## src/rtl/match_run_detector_pkg.sv

```systemverilog
`default_nettype none
// ============================================================================
//  Module   : match_run_detector_pkg
//  Brief    : State encodings shared by the match run detector.
//  Revision : 1.0  initial release
// ============================================================================
package match_run_detector_pkg;

  localparam int STATE_W = 2;

  typedef enum logic [STATE_W-1:0] {
    S_NOKEY  = 2'd0,
    S_SEARCH = 2'd1,
    S_RUN    = 2'd2,
    S_HIT    = 2'd3
  } state_e;

endpackage
`default_nettype wire

```

## src/rtl/match_run_detector_sat_counter.sv

```systemverilog
`default_nettype none
// ============================================================================
//  Module   : sat_counter
//  Brief    : Up-counter that sticks at all-ones; clr wins over inc.
//  Revision : 1.0  initial release
// ============================================================================
module sat_counter #(
  parameter int CNT_W = 8
) (
  input  logic             clk_i,
  input  logic             clr_i,
  input  logic             inc_i,
  output logic [CNT_W-1:0] q_o
);

  logic [CNT_W-1:0] cnt_q;

  always_ff @(posedge clk_i) begin
    if (clr_i) begin
      cnt_q <= '0;
    end else if (inc_i && (cnt_q != {CNT_W{1'b1}})) begin
      cnt_q <= cnt_q + CNT_W'(1);
    end
  end

  assign q_o = cnt_q;

endmodule
`default_nettype wire

```

## src/rtl/match_run_detector.sv

```systemverilog
`default_nettype none
// ============================================================================
//  Module   : match_run_detector
//  Brief    : Counts consecutive key matches on an accepted sample stream and
//             pulses hit when a run of RUN_LEN completes. Define
//             MATCH_OVERLAP_EN for sliding-window (overlapping) runs.
//  Revision : 1.0  initial release
// ============================================================================
module match_run_detector #(
  parameter int WIDTH   = 4,
  parameter int RUN_LEN = 3,
  parameter int CNT_W   = 8
) (
  input  logic             clk_i,
  input  logic             reset_i,
  input  logic             key_load_i,
  input  logic [WIDTH-1:0] key_in_i,
  input  logic             in_valid_i,
  output logic             in_ready_o,
  input  logic [WIDTH-1:0] in_data_i,
  output logic             hit_o,
  output logic [CNT_W-1:0] run_cnt_o,
  output logic [CNT_W-1:0] hit_count_o,
  output logic             key_valid_o
);

  import match_run_detector_pkg::*;

  localparam logic [CNT_W-1:0] RUN_LEN_C = CNT_W'(RUN_LEN);
`ifdef MATCH_OVERLAP_EN
  localparam logic [CNT_W-1:0] HIT_CNT_C = RUN_LEN_C;
`else
  localparam logic [CNT_W-1:0] HIT_CNT_C = '0;
`endif

  state_e           state_q, state_d;
  logic [WIDTH-1:0] key_q, key_d;
  logic             key_valid_q, key_valid_d;
  logic [CNT_W-1:0] run_cnt_q, run_cnt_d;
  logic [CNT_W-1:0] run_inc;
  logic             accept;
  logic             match;

  assign in_ready_o = (state_q != S_NOKEY) && !key_load_i;
  assign accept     = in_valid_i && in_ready_o;
  assign match      = (in_data_i == key_q);
  // Clamp keeps an overlapping run parked at RUN_LEN while matches continue.
  assign run_inc    = (run_cnt_q >= RUN_LEN_C) ? RUN_LEN_C : run_cnt_q + CNT_W'(1);

  always_ff @(posedge clk_i) begin
    if (reset_i) begin
      state_q     <= S_NOKEY;
      key_q       <= '0;
      key_valid_q <= 1'b0;
      run_cnt_q   <= '0;
    end else begin
      state_q     <= state_d;
      key_q       <= key_d;
      key_valid_q <= key_valid_d;
      run_cnt_q   <= run_cnt_d;
    end
  end

  always_comb begin
    state_d     = state_q;
    key_d       = key_q;
    key_valid_d = key_valid_q;
    run_cnt_d   = run_cnt_q;
    if (key_load_i) begin
      key_d       = key_in_i;
      key_valid_d = 1'b1;
      run_cnt_d   = '0;
      state_d     = S_SEARCH;
    end else if (state_q != S_NOKEY) begin
      if (accept) begin
        if (!match) begin
          run_cnt_d = '0;
          state_d   = S_SEARCH;
        end else if (run_inc == RUN_LEN_C) begin
          run_cnt_d = HIT_CNT_C;
          state_d   = S_HIT;
        end else begin
          run_cnt_d = run_inc;
          state_d   = S_RUN;
        end
      end else if (state_q == S_HIT) begin
        run_cnt_d = '0;
        state_d   = S_SEARCH;
      end
    end
  end

  sat_counter #(
    .CNT_W (CNT_W)
  ) u_hit_count (
    .clk_i (clk_i),
    .clr_i (reset_i),
    .inc_i (state_d == S_HIT),
    .q_o   (hit_count_o)
  );

  assign hit_o       = (state_q == S_HIT);
  assign run_cnt_o   = run_cnt_q;
  assign key_valid_o = key_valid_q;

endmodule
`default_nettype wire

```

## config.mk

```make
export PLATFORM = sky130hd
export DESIGN_NAME = match_run_detector
export DESIGN_NICKNAME = d
export VERILOG_FILES = /design/src/rtl/match_run_detector_pkg.sv /design/src/rtl/match_run_detector_sat_counter.sv /design/src/rtl/match_run_detector.sv
export SDC_FILE = /design/constraint.sdc
export NUM_CORES = 1
export LEC_CHECK = 0
export ABC_AREA = 0
export CAP_MARGIN = 20
export CORE_ASPECT_RATIO = 1.25
export CORE_MARGIN = 4
export CORE_UTILIZATION = 48
export CTS_CLUSTER_SIZE = 10
export DETAILED_ROUTE_END_ITERATION = 7
export GPL_ROUTABILITY_DRIVEN = 0
export PLACE_DENSITY = 0.87
export SLEW_MARGIN = 20
export SYNTH_ARGS = -nofsm -noshare
export SYNTH_HDL_FRONTEND = slang
export SYNTH_SLANG_ARGS = --single-unit
```

## constraint.sdc

```tcl
create_clock -name clk_i -period 2.7 [get_ports clk_i]
set_input_delay 0.405 -clock clk_i [delete_from_list [all_inputs] [get_ports clk_i]]
set_output_delay 0.405 -clock clk_i [all_outputs]
set_load 0.03 [all_outputs]
```

==> impl_metrics.py, run 1 <==
metrics = {
    "status": {
        "status": "completed",
    },
    "grt": {
        "grt_max_degree": 17,
        "grt_pass1_vias": 870,
        "grt.total_usage_pct": 16.0,
        "overflow": 0,
        "grt_pass1_wl_um": 3610,
        "grt_antenna_before_repair": 0,
    },
    "synthesis": {
        "synth_cells": 107,
        "synth_top_area_share_pct": 45.2,
        "ys_warn_count": 0,
        "yosysUniqueCellTypes": 31,
        "syn_area_um2": 1020,
        "synth_largest_area_cell": "dfxtp_1",
        "ys_ff_latch": 23,
        "ys_top_cells_by_area": "dfxtp_1 45%, mux2i_1 5.9%, nor2_1 5.5%, and2_1 4.3%, xor2_1 4.3%",
        "synth_nets": 121,
        "yosysSeqAreaShare_pct": 45.2,
        "syn_avg_cell_area_um2": 9.52,
    },
    "clocking": {
        "numCtsBuffers": 3,
        "cts_tree": "done",
        "cts.sinks": 23,
        "clockRootBuffer": "clkbuf_4",
        "postCtsSetupBuffers": 0,
        "htree_levels": 1,
        "holdBufCountCts": 0,
        "clkLatencyLatePin_ps": 310,
        "post_cts_resized": 0,
        "cts_max_path_buffers": 2,
        "clk_pin_slew_ps": 120,
    },
    "cells_and_area": {
        "final_cell_count_no_fill": 160,
        "antennaDiodeCount": 0,
        "drive_above_1_share_pct": 7.86,
        "area_growth_pct": 34.2,
        "layout.nets": 155,
    },
    "floorplanning": {
        "die_y_um": 59.5,
        "rows": 18,
        "floorplan.initialDensity_pct": 50.8,
        "core_region_area_um2": 2000,
        "num_io_pins": 31,
        "design.die.area_um2": 2930,
        "die_w_um": 49.2,
    },
    "worst_setup_path": {
        "worst_setup_path_start_kind": "flip-flop",
        "cp_num_cells": 6,
        "worst-path-buf-inv": 0,
        "startpoint": "run_cnt_o[0]",
        "crit_family": "simple AND/OR/NAND/NOR gates",
        "endpoint_kind": "flip-flop",
        "cp_data_required_time_ps": 2920,
        "reg2reg_to": "u_hit_count.q_o[5]",
        "critPathSlowestCell": "dfxtp_1",
        "path_class": "flip-flop to flip-flop",
        "r2r.worst_path.cells": 6,
        "critPathMaxFanout": 12,
        "max_stage_delay_ps": 370,
        "r2r_start": "run_cnt_o[0]",
        "r2r_slack_ps": 620,
        "arrival_ps": 2300,
        "crit_end": "u_hit_count.q_o[5]",
        "path_cells": "ha_1, nor2b_1, and3b_1, nand4b_2, o31a_2, o21ba_2",
    },
    "power": {
        "pwr_density_cell_nw_per_um2": 415,
        "ir_drop_uv": 412,
        "power_frac_clock_pct": 27.5,
        "p_sw_share_pct": 23.4,
        "combPwrFrac_pct": 10.9,
        "p_int_uw": 435,
        "p_sw_uw": 132,
        "leakage_nw": 0.509,
        "p_seq_share_pct": 61.6,
    },
    "place": {
        "io_buffer_count": 30,
        "dpl.cell_count": 156,
        "hpwl_um": 1700,
    },
    "detailed_routing": {
        "drc": 0,
        "drt_iter0_drc": 9,
        "vias": 895,
        "dr.pass1.iters": 4,
        "drt_wl_total_um": 2200,
        "ant_nets": 0,
        "post_drt_wl_per_cell_um": 13.7,
        "drt-vias-per-instance": 5.59,
    },
    "timing": {
        "report.final.slew_viol_count": 0,
        "fmax_mhz": 480,
        "setup_viol": 0,
        "slew_headroom_pct": 73.7,
        "setup_tns_ps": 0,
        "worstMarginPinSlew_ps": 390,
        "hold_viol_final": 0,
        "rsz0062_at_grt": "no",
        "fin_crit_ps": 2080,
        "min_period_over_period_pct": 77.1,
        "clock_skew_ps": 7.48,
    },
    "min_path": {
        "hold_class": "flip-flop to flip-flop",
        "holdCritStartpoint": "key_valid_o",
    },
    "flow_run": {
        "cap_violations": 0,
    },
}
cell usage after synthesis:
cell type and instances:
dfxtp_1 23, nor2_1 15, and2_1 7, mux2i_1 6, a21oi_1 5, nand3_1 5
o21ai_0 5, or3_1 5, xor2_1 5, nor3_1 3, nor4_1 3, clkbuf_1 2
ha_1 2, nand2_1 2, nand2b_1 2, nand4_1 2, a211oi_1 1, a21boi_0 1
and3_1 1, and3b_1 1, and4_1 1, and4bb_2 1, buf_6 1, inv_1 1
nand4b_2 1, nor2b_1 1, nor3b_2 1, nor4_4 1, o21a_1 1, o21ba_2 1
o31a_2 1
worst min-delay path: stages, from the launching register on:
cell and delay (ps):
dfxtp_1 330, nor2_1 80, nor2_1 40
sequential cells by signal, indices dropped and copies added (netlist names):
register,count
run_cnt_o,8
u_hit_count.q_o,8
key_q,4
state_q,2
key_valid_o,1
through the flow:
step	hold WS, ps	util, %	cell area (um2)	setup WS (ps)	total power, mW
after detailed placement	476	66.9	1340	335	0.419
after floorplan	474	-	1020	741	0.389
after global routing	514	68.2	1370	489	0.587
after global placement	451	66.9	1340	385	0.418
after CTS	493	68.2	1370	615	0.572
final	489	68.2	1370	618	0.567
cell type report:
| type | count | area [um2] |
|---|---|---|
| clock buffer | 4 | 26.3 |
| fill | 152 | 638 |
| inverter | 1 | 3.75 |
| multi-input combinational | 80 | 536 |
| sequential | 23 | 460 |
| tap | 20 | 25.0 |
| timing repair buffer | 32 | 315 |
how the worst min path moves through the flow:
stage / endpoint / slack [ps] / depth (start not counted)
after floorplan: u_hit_count.q_o[2] / 470 / 1
after global placement: key_valid_o / 450 / 2
after detailed placement: key_valid_o / 480 / 2
after CTS: key_valid_o / 490 / 2
after global routing: key_valid_o / 510 / 2
final: key_valid_o / 490 / 2
placed cells by master, fill, tap and decap left out, types with 5 or more instances in the layout:
master / netlist / routed
a21oi_1: 5 / 5
dfxtp_1: 23 / 23
clkdlybuf4s50_1: 0 / 30
xor2_1: 5 / 5
nor2_1: 15 / 15
nand3_1: 5 / 5
or3_1: 5 / 5
o21ai_0: 5 / 5
and2_1: 7 / 7
mux2i_1: 6 / 6
power by group through the flow:
stage               combinational (mW)  clock [mW]  sequential, mW
CTS                             0.0621       0.160           0.350
finish                          0.0616       0.156           0.350
detailed placement              0.0619           0           0.357
floorplan                       0.0304           0           0.359
global placement                0.0606           0           0.357
global route                    0.0668       0.170           0.350
routing by layer:
metal	GRT usage (%)	share of wire, %
met3	2.77	3.4
met1	15.7	41
met5	0	0
met2	31.6	53
met4	8.54	1.7
logic make-up (layout without fill, tap and decap cells):
logic type | after synthesis | after routing | share of synthesized area [%]
and+or+nand+nor | 52 | 52 | 30.8
muxes | 6 | 6 | 5.90
adders and majority gates | 2 | 2 | 2.46
buffers and inverters | 4 | 37 | 2.21
xor gates and xnor gates | 5 | 5 | 4.30
DFF | 23 | 23 | 45.2
AOI/OAI and AO/OA | 15 | 15 | 9.09
Note: power is estimated with default switching activity, not from simulation.
==> inputs of run 2 (changes only) <==
- CORE_UTILIZATION: 48 -> 41
- PLACE_DENSITY: 0.87 -> 0.79
- clock period: 2.7 -> 1.8 ns (I/O delays scaled with it)
==> impl_metrics.py, run 2 (synthesis results as in run 1) <==
metrics = {
    "clocking": {
        "htree_levels": 1,
        "clockRootBuffer": "clkbuf_4",
        "cts_tree": "done",
        "numCtsBuffers": 3,
        "cts.sinks": 23,
        "cts_max_path_buffers": 2,
        "clkLatencyLatePin_ps": 310,
        "clk_pin_slew_ps": 130,
    },
    "timing": {
        "clock_skew_ps": 8.09,
        "rsz0062_at_grt": "yes",
        "min_period_over_period_pct": 98.1,
        "report.final.slew_viol_count": 0,
        "setup_tns_ps": 0,
        "slew_headroom_pct": 76.5,
        "worstMarginPinSlew_ps": 350,
        "fmax_mhz": 566,
        "fin_crit_ps": 1770,
        "hold_viol_final": 0,
        "timing.hold.ws_ps": 490,
        "layout_setup_ws_ps": 33.8,
        "setup_viol": 0,
    },
    "worst_setup_path": {
        "r2r_slack_ps": 30,
        "worst_setup_path_start_kind": "flip-flop",
        "crit_end": "u_hit_count.q_o[5]",
        "path_class": "flip-flop to flip-flop",
        "cp_data_required_time_ps": 2010,
        "endpoint_kind": "flip-flop",
        "critPathMaxFanout": 5,
        "r2r.worst_path.cells": 6,
        "startpoint": "run_cnt_o[1]",
        "arrival_ps": 1980,
        "r2r_start": "run_cnt_o[1]",
        "reg2reg_to": "u_hit_count.q_o[5]",
    },
    "cells_and_area": {
        "layout_common_cells": "25 x clkdlybuf4s50_1, 21 x dfxtp_1, 15 x nor2_1",
        "final_cell_count_no_fill": 179,
        "final_area_um2": 1490,
        "fin_util_pct": 65.2,
        "area_growth_pct": 46.2,
        "antennaDiodeCount": 0,
        "drive_above_1_share_pct": 16.9,
        "layout.nets": 163,
        "final_common_cell": "clkdlybuf4s50_1",
    },
    "power": {
        "leakage_nw": 0.618,
        "p_int_uw": 650,
        "power_uw": 855,
        "p_seq_share_pct": 61.0,
        "power_frac_clock_pct": 27.1,
        "p_sw_share_pct": 23.9,
        "ir_drop_uv": 414,
        "pwr_density_cell_nw_per_um2": 574,
        "p_sw_uw": 204,
        "combPwrFrac_pct": 12.0,
    },
    "detailed_routing": {
        "post_drt_wl_per_cell_um": 13.0,
        "dr.pass1.iters": 4,
        "drc": 0,
        "drt-vias-per-instance": 5.23,
        "ant_nets": 0,
        "drt_wl_total_um": 2330,
        "vias": 937,
        "drt_iter0_drc": 14,
    },
    "floorplanning": {
        "design.die.area_um2": 3350,
        "die_w_um": 52.6,
        "floorplan.initialDensity_pct": 44.6,
        "num_io_pins": 31,
        "rows": 19,
        "core_region_area_um2": 2280,
        "die_y_um": 63.7,
    },
    "grt": {
        "grt_pass1_vias": 881,
        "grt_pass1_wl_um": 3930,
        "grt.total_usage_pct": 15.2,
        "grt_antenna_before_repair": 0,
        "grt_max_degree": 16,
        "overflow": 0,
    },
    "flow_run": {
        "cap_violations": 0,
    },
    "min_path": {
        "hold_class": "flip-flop to flip-flop",
    },
    "status": {
        "status": "completed",
    },
    "place": {
        "io_buffer_count": 30,
        "dpl.cell_count": 173,
        "place_ws_ps": -313,
        "dpl_cell_area_um2": 1430,
        "hpwl_um": 1760,
    },
}
## run 2: what timing repair did
action	CTS	global route
cloned	1	0
hold buffers	0	0
setup buffers	0	1
hold endpoints to repair	0	0
pin swaps	1	2
resized for setup	1	3
setup endpoints to repair	2	10
## run 2: per-layer routing
layer / GRT usage (%) / vias to the layer above / part of all wire, %
met1: 19.3 / 431 / 43
met5: 0 / - / 0
met3: 1.65 / 4 / 4.5
li1: - / 467 / -
met4: 7.35 / 0 / 2.0
met2: 24.8 / 35 / 50
## run 2: how the worst min path moves through the flow
stage	startpoint	to	slack [ps]	cells past startpoint
2_1_floorplan	reset_i	u_hit_count.q_o[2]	340	1
3_3_place_gp	key_valid_o	key_valid_o	450	2
3_5_place_dp	run_cnt_o[4]	run_cnt_o[4]	470	1
4_1_cts	run_cnt_o[4]	run_cnt_o[4]	500	1
5_1_grt	run_cnt_o[4]	run_cnt_o[4]	520	1
6_report	key_valid_o	key_valid_o	490	2
## run 2: layout make-up
cell class	instances	area, um2
fillers	197	793
multi-input cells	81	579
flip-flops and latches	23	468
repair buffers	39	372
well taps	31	38.8
clock buffers	3	22.5
clock inverters	1	5.00
inverters	1	3.75
## run 2: critical path, cell delays in order, from the launching register on
cell      delay, ps
dfxtp_4         380
ha_4            270
nor2b_4         130
and3b_1         200
nand4b_4        200
o31a_2          300
o21ba_2         210
## run 2: power groups by stage
| stage | Clock, mW | Sequential (mW) | Combinational [mW] |
|---|---|---|---|
| after floorplan | 0 | 0.535 | 0.0465 |
| after global placement | 0 | 0.532 | 0.0973 |
| after detailed placement | 0 | 0.533 | 0.0997 |
| after CTS | 0.246 | 0.521 | 0.102 |
| after global routing | 0.267 | 0.523 | 0.111 |
| final | 0.231 | 0.521 | 0.102 |
==> inputs of run 3 (changes only) <==
- CTS_BUF_LIST: not set -> sky130_fd_sc_hd__clkbuf_16
==> impl_metrics.py, run 3 (synthesis results as in run 1) <==
metrics = {
    "timing": {
        "timing.hold.ws_ps": 475,
        "layout_setup_ws_ps": 6.00,
        "slew_headroom_pct": 76.0,
        "setup_viol": 0,
        "clock_skew_ps": 3.74,
        "worstMarginPinSlew_ps": 357,
        "report.final.slew_viol_count": 0,
        "hold_viol_final": 0,
        "rsz0062_at_grt": "yes",
        "fin_crit_ps": 1790,
        "min_period_over_period_pct": 99.7,
        "fmax_mhz": 557,
    },
    "grt": {
        "grt_antenna_before_repair": 0,
        "grt_max_degree": 16,
        "grt_pass1_vias": 918,
        "grt_pass1_wl_um": 4190,
        "overflow": 0,
        "grt.total_usage_pct": 16.4,
    },
    "worst_setup_path": {
        "path_class": "flip-flop to flip-flop",
        "endpoint_kind": "flip-flop",
        "path_cells": "ha_4, nor2b_4, and3b_1, nand4b_4, o31a_2, o21ba_2",
        "critPathMaxFanout": 5,
        "max_stage_delay_ps": 350,
        "worst-path-buf-inv": 0,
        "r2r_slack_ps": 6,
        "arrival_ps": 1940,
        "r2r_start": "run_cnt_o[1]",
        "worst_setup_path_start_kind": "flip-flop",
        "cp_data_required_time_ps": 1940,
        "critPathSlowestCell": "dfxtp_4",
        "crit_family": "simple AND/OR/NAND/NOR gates",
        "r2r.worst_path.cells": 6,
        "reg2reg_to": "u_hit_count.q_o[5]",
    },
    "clocking": {
        "cts_tree": "done",
        "clk_pin_slew_ps": 60,
        "cts_max_path_buffers": 2,
        "clkLatencyLatePin_ps": 260,
        "cts.sinks": 23,
        "htree_levels": 1,
        "clockRootBuffer": "clkbuf_16",
        "numCtsBuffers": 3,
        "holdBufCountCts": 0,
    },
    "cells_and_area": {
        "layout.nets": 163,
        "area_growth_pct": 52.6,
        "antennaDiodeCount": 0,
        "drive_above_1_share_pct": 18.2,
        "final_common_cell": "clkdlybuf4s50_1",
        "layout_common_cells": "26 x clkdlybuf4s50_1, 21 x dfxtp_1, 15 x nor2_1",
    },
    "floorplanning": {
        "core_region_area_um2": 2280,
        "num_io_pins": 31,
        "design.die.area_um2": 3350,
        "rows": 19,
        "die_w_um": 52.6,
        "floorplan.initialDensity_pct": 44.6,
        "die_y_um": 63.7,
    },
    "status": {
        "status": "completed",
    },
    "min_path": {
        "worstHoldPathCells": 2,
        "hold_class": "flip-flop to flip-flop",
        "holdCritStartpoint": "key_valid_o",
        "min_to": "key_valid_o",
    },
    "flow_run": {
        "cap_violations": 0,
    },
    "power": {
        "power_frac_clock_pct": 43.0,
        "p_seq_share_pct": 47.5,
        "pwr_density_cell_nw_per_um2": 708,
        "ir_drop_uv": 730,
        "leakage_nw": 0.611,
        "p_sw_share_pct": 21.2,
        "combPwrFrac_pct": 9.5,
        "p_int_uw": 867,
        "p_sw_uw": 233,
    },
    "detailed_routing": {
        "dr.pass1.iters": 4,
        "vias": 950,
        "drt_iter0_drc": 14,
        "ant_nets": 0,
        "post_drt_wl_per_cell_um": 14.0,
        "drt-vias-per-instance": 5.31,
        "drc": 0,
        "drt_wl_total_um": 2500,
    },
    "place": {
        "io_buffer_count": 30,
        "place_ws_ps": -313,
        "hpwl_um": 1760,
    },
}
[run 3: changes by cell type in the layout (fill, tap and decap cells not counted), sizes merged]
cell,previous run,this run
clkdlybuf4s50,25,26
dlymetal6s2s,3,2
[run 3: worst max path at each step]
| stage | from | end | slack, ps | cells after the start |
|---|---|---|---|---|
| 2_1_floorplan | run_cnt_o[0] | u_hit_count.q_o[7] | 30 | 7 |
| 5_1_grt | run_cnt_o[1] | u_hit_count.q_o[5] | -50 | 6 |
| 3_3_place_gp | in_data_i[3] | u_hit_count.q_o[5] | -250 | 6 |
| 3_5_place_dp | in_data_i[3] | u_hit_count.q_o[5] | -310 | 6 |
| 4_1_cts | run_cnt_o[1] | u_hit_count.q_o[5] | 3 | 6 |
| 6_report | run_cnt_o[1] | u_hit_count.q_o[5] | 6 | 6 |
[run 3: per-stage QoR]
stage          instances  area, um2  utilization, %  setup TNS [ps]  total power, mW
2_1_floorplan        107       1050               -               0            0.581
3_3_place_gp         173       1430            62.8           -1760            0.630
3_5_place_dp         173       1430            62.8           -2260            0.632
4_1_cts              179       1540            67.5               0             1.11
5_1_grt              179       1550            68.1           -85.7             1.14
6_report             179       1550            68.1               0             1.10
[run 3: final cells by class]
type | instances | area (um2)
flip-flops and latches | 23 | 468
repair buffers | 39 | 369
clock buffers | 3 | 75.1
inverters | 1 | 3.75
fillers | 181 | 728
well taps | 31 | 38.8
multi-input cells | 81 | 594
clock inverters | 1 | 5.00
[run 3: per-layer routing]
metal	vias up	global-route usage [%]	part of all wire, %	wire (um)
met4	0	7.67	2.1	52
met2	27	27.2	50	1260
met5	-	0	0	0
met3	5	2.83	4.2	104
li1	466	-	-	-
met1	452	20.1	43	1090
[run 3: tightest hold or removal path, cell delays in order (launching register included)]
cell and delay [ps]:
dfxtp_1 320, nor2_1 40, nor2_1 70
[run 3: repair_timing]
item / in CTS / in global routing
pin swaps: 2 / 0
setup buffers: 1 / 0
endpoints found under the hold margin: 0 / 0
setup endpoints to repair: 2 / 7
gates resized for setup: 2 / 3
cloned: 1 / 0
[run 3: power by group through the flow]
stage,sequential (mW),clock [mW],combinational (mW)
after floorplan,0.535,0,0.0465
after global placement,0.532,0,0.0973
after detailed placement,0.533,0,0.0997
after CTS,0.522,0.487,0.104
after global routing,0.524,0.504,0.113
final,0.522,0.473,0.104
